## config.mk

```make
export PLATFORM = sky130hd
export DESIGN_NAME = module_display_scan
export DESIGN_NICKNAME = d
export VERILOG_FILES = /design/src/rtl/module_display_scan_pkg.sv /design/src/rtl/module_display_scan_prescaler.sv /design/src/rtl/module_display_scan.sv
export SDC_FILE = /design/constraint.sdc
export NUM_CORES = 1
export LEC_CHECK = 0
export BUFFER_PORTS_ARGS = -buffer_cell sky130_fd_sc_hd__buf_4
export CAP_MARGIN = 20
export CELL_PAD_IN_SITES_DETAIL_PLACEMENT = 0
export CELL_PAD_IN_SITES_GLOBAL_PLACEMENT = 1
export CORE_MARGIN = 2
export CORE_UTILIZATION = 30
export CTS_BUF_LIST = sky130_fd_sc_hd__clkbuf_8
export DETAILED_ROUTE_END_ITERATION = 7
export GPL_ROUTABILITY_DRIVEN = 0
export PLACE_DENSITY_LB_ADDON = 0.1
export SLEW_MARGIN = 20
export SYNTH_ARGS = -nofsm -noshare
export SYNTH_HDL_FRONTEND = slang
export SYNTH_SLANG_ARGS = --single-unit
```

## constraint.sdc

```tcl
create_clock -name clk -period 3.5 [get_ports clk]
set_input_delay 1.05 -clock clk [delete_from_list [all_inputs] [get_ports clk]]
set_output_delay 1.05 -clock clk [all_outputs]
set_load 0.01 [all_outputs]
```

## src/rtl/module_display_scan_pkg.sv

```systemverilog
// Shared types and constants for the multiplexed display scanner.
// Holds FSM states, digit one-hot codes and default timing.
package module_display_scan_pkg;

    typedef enum logic [1:0] {
        IDLE  = 2'd0,
        BLANK = 2'd1,
        SHOW  = 2'd2
    } state_t;

    localparam logic [3:0] DIG_U = 4'b0001;
    localparam logic [3:0] DIG_D = 4'b0010;
    localparam logic [3:0] DIG_C = 4'b0100;
    localparam logic [3:0] DIG_M = 4'b1000;

    localparam int DEF_REFRESH_DIV  = 27000;
    localparam int DEF_BLANK_CYCLES = 270;

    function automatic logic is_onehot(input logic [3:0] v);
        return (v != 4'b0000) && ((v & (v - 4'b0001)) == 4'b0000);
    endfunction

    // A digit stays visible unless it and every higher digit are zero.
    function automatic logic [3:0] lz_visible(
        input logic [15:0] v,
        input logic        lz
    );
        logic [3:0] vis;
        vis[0] = 1'b1;
        vis[1] = !lz || (v[15:4] != 12'h000);
        vis[2] = !lz || (v[15:8] != 8'h00);
        vis[3] = !lz || (v[15:12] != 4'h0);
        return vis;
    endfunction

endpackage

```

## src/rtl/module_display_scan_prescaler.sv

```systemverilog
// Digit-slot counter: counts 0..DIV-1 while enabled.
// Clears to zero whenever disabled.
module module_prescaler #(
    parameter  int DIV = 8,
    localparam int CW  = (DIV > 1) ? $clog2(DIV) : 1
) (
    input  logic          clk,
    input  logic          rst,
    input  logic          en,
    output logic [CW-1:0] cnt,
    output logic          wrap
);

    logic last;

    assign last = (cnt == CW'(DIV - 1));
    assign wrap = en && last;

    // Slot counter with wrap at DIV-1 and clear when idle.
    always_ff @(posedge clk or posedge rst) begin
        if (rst) begin
            cnt <= '0;
        end else if (!en || last) begin
            cnt <= '0;
        end else begin
            cnt <= cnt + 1'b1;
        end
    end

endmodule

```

## src/rtl/module_display_scan.sv

```systemverilog
// Four-digit display scanner with dead-time, leading-zero
// blanking and frame-synchronous commit of the shown value.
module module_display_scan
    import module_display_scan_pkg::*;
#(
    parameter int REFRESH_DIV  = DEF_REFRESH_DIV,
    parameter int BLANK_CYCLES = DEF_BLANK_CYCLES
) (
    input  logic        clk,
    input  logic        rst,
    input  logic        en,
    input  logic        load,
    input  logic [15:0] cdu_in,
    input  logic        blank_lz,
    output logic [3:0]  sel,
    output logic [15:0] cdu_out,
    output logic [3:0]  an,
    output logic        pending
);

    localparam int CW = (REFRESH_DIV > 1) ? $clog2(REFRESH_DIV) : 1;

    state_t        state;
    state_t        state_nx;
    logic [CW-1:0] cnt;
    logic          wrap;
    logic          run;
    logic          frame;
    logic [15:0]   shadow;
    logic [3:0]    vis;

    // The slot counter only runs once the FSM has left IDLE, so
    // the first slot after enabling starts cleanly at zero.
    assign run   = en && (state != IDLE);
    assign frame = wrap && (sel == DIG_M);

    module_prescaler #(
        .DIV (REFRESH_DIV)
    ) u_prescaler (
        .clk  (clk),
        .rst  (rst),
        .en   (run),
        .cnt  (cnt),
        .wrap (wrap)
    );

    // FSM state register.
    always_ff @(posedge clk or posedge rst) begin
        if (rst) begin
            state <= IDLE;
        end else begin
            state <= state_nx;
        end
    end

    // Next-state logic: disable overrides everything.
    always_comb begin
        state_nx = state;
        if (!en) begin
            state_nx = IDLE;
        end else begin
            unique case (state)
                IDLE:  state_nx = BLANK;
                BLANK: if (cnt == CW'(BLANK_CYCLES - 1)) state_nx = SHOW;
                SHOW:  if (wrap) state_nx = BLANK;
                default: state_nx = IDLE;
            endcase
        end
    end

    // Digit select rotates per slot and self-heals if corrupted.
    always_ff @(posedge clk or posedge rst) begin
        if (rst) begin
            sel <= DIG_U;
        end else if (!is_onehot(sel)) begin
            sel <= DIG_U;
        end else if (wrap) begin
            sel <= {sel[2:0], sel[3]};
        end
    end

    // Shadow capture and frame-boundary commit; a load on the
    // boundary edge wins over the clear of pending.
    always_ff @(posedge clk or posedge rst) begin
        if (rst) begin
            shadow  <= 16'h0000;
            cdu_out <= 16'h0000;
            pending <= 1'b0;
        end else begin
            if (frame) begin
                cdu_out <= shadow;
            end
            if (load) begin
                shadow  <= cdu_in;
                pending <= 1'b1;
            end else if (frame) begin
                pending <= 1'b0;
            end
        end
    end

    assign vis = lz_visible(cdu_out, blank_lz);
    assign an  = (state == SHOW) ? ~(sel & vis) : 4'b1111;

endmodule

```

==> metrics.md <==
| Metric | Value |
|---|---|
| Tmin final | `between 2000 and 3000 ps` |
| DRT iter0 DRCs | `48` |
| First-pass DRT Iterations | `6` |
| Met1 Use GR | `0.174` |
| Nets | `~270` |
| Routed vias | `around 1600` |
| Avg Cell Area, Syn | `about 13 µm²` |
| Synthesized cell area | `around 0.0025 mm²` |
| Tot Pwr | `1.11 mW` |
| Most frequent cells in the layout | `53 x dfrtp_1, 48 x buf_4, 23 x mux2_2, 21 x nor2_1, 9 x mux2_4` |
| Global routing usage on met3 | `0.0391` |
| Number of flops mapped to enable cells by yosys | `0` |
| Startpoint of the worst hold path | `shadow[2]` |
| Die Ht | `94.7 µm` |
| Pins over their slew limit | `0` |
| CTS Root Cell | `clkbuf_8` |
| Die width | `approximately 95 µm` |
| Worst setup SP type | `flip-flop` |
| Final setup viols | `0` |
| IO Pins | `46` |
| Part of the power in combinational logic | `0.063` |
| Hold Slack | `roughly 510 ps` |
| Max Clk Rate | `between 300 and 400 MHz` |
| Post-Layout Cell Count | `around 350` |
| Std-Cell Rows | `33` |
| H-Tree Depth | `2` |
| Max Cap Violations | `0` |
| CTS clk-pin slew, worst paths | `110 ps` |
| ANT nets after route | `0` |
| Initial antenna violation count | `0` |
| Flops & latches, synth | `between 50 and 60` |
| Critical path required time | `between 2000 and 2500 ps` |
| Crit end category | `output port` |
| Grt total ovfl | `0` |
| Finished Cell Area | `approximately 0.003 mm²` |
| Worst-path maximum fanout | `3` |
| I/O Buffers | `45` |
| Sw Ratio | `0.249` |
| CTS tree | `done` |
| Status | `complete, no violations` |
| Post-route setup TNS | `0 ps` |
| Setup CP Type | `flip-flop to output port` |
| Worst Hold Class | `flip-flop to flip-flop` |
| Peak VDD IR | `about 0.16 mV` |
| CTS Buf Count | `5` |
| Wire length of the first global-routing pass | `between 8000 and 9000 µm` |
| Synth top area share | `0.538` |
| Setup WS pre-CTS | `about 890 ps` |
| FILL cells | `864` |
| Fin crit share | `0.833` |
| Largest net degree at the start of global routing | `22` |
| Commonest non-fill, non-tap cell in the layout | `dfrtp_1` |
| Mapped Cells | `roughly 190` |
| Clk sink count | `between 50 and 60` |
| Placed wire-length estimate | `3690 µm` |
| Total GRT Usage | `0.122` |
| Post-CTS Repair Setup Buffers | `0` |
| Routed len/inst | `about 15 µm` |
| Cts hold-fix bufs | `0` |
| Core region area | `0.00809 mm²` |
| Post-route setup slack | `585 ps` |
| RSZ-0062 raised after global routing | `no` |
| Pwr dens | `367 mW/mm²` |
| Share of power burned in registers | `0.593` |
| YS warnings | `0` |
| CTS Buffer Depth | `2` |
| Worst skew pair latency | `slightly above 300 ps` |
| Leading area contributor after synthesis | `dfrtp_1` |
| Met2 Use GR | `0.180` |
| Leading post-synthesis cells by cell area | `dfrtp_1 54%, mux2_2 11%, mux2_4 5.5%, nor2_1 3.2%, xor2_1 2.5%` |
| Core Util, Final | `0.373` |
| Share of cells above drive strength 1 | `0.407` |
| Avg Vias per Cell | `approximately 4.6` |
| Netlist cell types | `46` |
| Clk pwr share | `0.344` |
| Post_cts resized | `0` |
| Critical R2R Launch | `u_prescaler.cnt[0]` |
| DRC viols | `0` |
| Leak pwr | `between 1 and 1.5 nW` |
| Worst Tran Pin Value | `between 600 and 700 ps` |
| Post-Synthesis Net Count | `roughly 220` |
| Final hold viol count | `0` |
| Cells after DPL | `between 300 and 400` |
| Area grow syn2layout | `22.3%` |
| N_diodes | `0` |
| CP arrival | `around 1900 ps` |
| Critical path origin | `cdu_out[12]` |
| Die ar. | `between 0.008 and 0.009 mm²` |
| Top_reg_cell synth | `dfrtp_1` |
| Sequential area share after synthesis | `0.548` |
| Switch Pwr | `around 0.28 mW` |
| Initial core utilization | `0.305` |
| Post-synthesis async set-or-reset flop share | `1.00` |
| Final wirelength | `5130 µm` |
| Vias in the first global route | `about 1700` |
| Worst rel slew slack | `0.554` |
| Dpl cell area | `0.00292 mm²` |
| Clock skew | `5.22 ps` |
| GR peak layer | `met2` |
| Internal power | `~0.83 mW` |
==> sequential cells by signal (all words and copies together) (netlist names) <==
name,cells
cdu_out,16
shadow,16
u_prescaler.cnt,15
sel,4
state,2
pending,1
==> worst max-delay path, cell delays in order (launching register included) <==
cell and delay (ps):
dfrtp_1 410, nor4_1 610, nand3_1 190, o211ai_1 200
buf_4 140
==> final timing paths <==
| check | end | slack [ps] | depth (start not counted) |
|---|---|---|---|
| setup / recovery | an[1] | 580 | 4 |
| max in group asynchronous | sel[0] | 2100 | 3 |
| min in group asynchronous | shadow[12] | 740 | 2 |
| hold / removal | cdu_out[2] | 510 | 1 |
| setup reg to reg | cdu_out[14] | 1430 | 6 |
| hold reg to reg | cdu_out[2] | 510 | 1 |
==> metal layers <==
layer | vias to the layer above | part of all wire
li1 | 783 | -
met1 | 787 | 0.49
met2 | 37 | 0.44
met3 | 4 | 0.067
met4 | 0 | 0.0076
met5 | - | 0
==> cells by family (layout without fill, tap and decap cells) <==
family                     Yosys count  count (layout)  synth area share
AOI/OAI and AO/OA                    9               9            0.0274
adders and majority gates            2               2            0.0101
DFF                                 54              54             0.548
muxes                               35              35             0.172
and+or+nand+nor                     71              71             0.178
xor gates and xnor gates            12              12            0.0426
buffers and inverters                9              60            0.0218
==> cell type report <==
class / count / area [µm²] / share of cell area
flip-flops and latches: 54 / 1350 / 0.448
multi-input cells: 129 / 1060 / 0.351
repair buffers: 48 / 360 / 0.119
well taps: 105 / 131 / 0.0436
clock buffers: 5 / 68.8 / 0.0228
clock inverters: 3 / 28.8 / 0.00954
inverters: 4 / 15.0 / 0.00498
==> power by group through the flow <==
stage	combinational, mW	sequential, mW	clock [mW]
5_1_grt	0.0783	0.660	0.417
4_1_cts	0.0719	0.658	0.398
6_report	0.0693	0.657	0.381
3_5_place_dp	0.0717	0.670	0
3_3_place_gp	0.0712	0.670	0
2_1_floorplan	0.0435	0.665	0
==> Yosys cell counts (all sizes together) (2+ instances only) <==
cell type and number:
and2 3, and3 2, and4 2, buf 3, clkbuf 2, dfrtp 53
ha 2, inv 4, mux2 32, mux2i 3, nand2 8, nand3 8
nand3b 2, nand4 5, nor2 21, nor3 3, nor3b 3, nor4 2
nor4b 3, o211ai 2, or4 2, or4b 2, xnor2 5, xor2 7
Power figures use the tool's default switching activity.
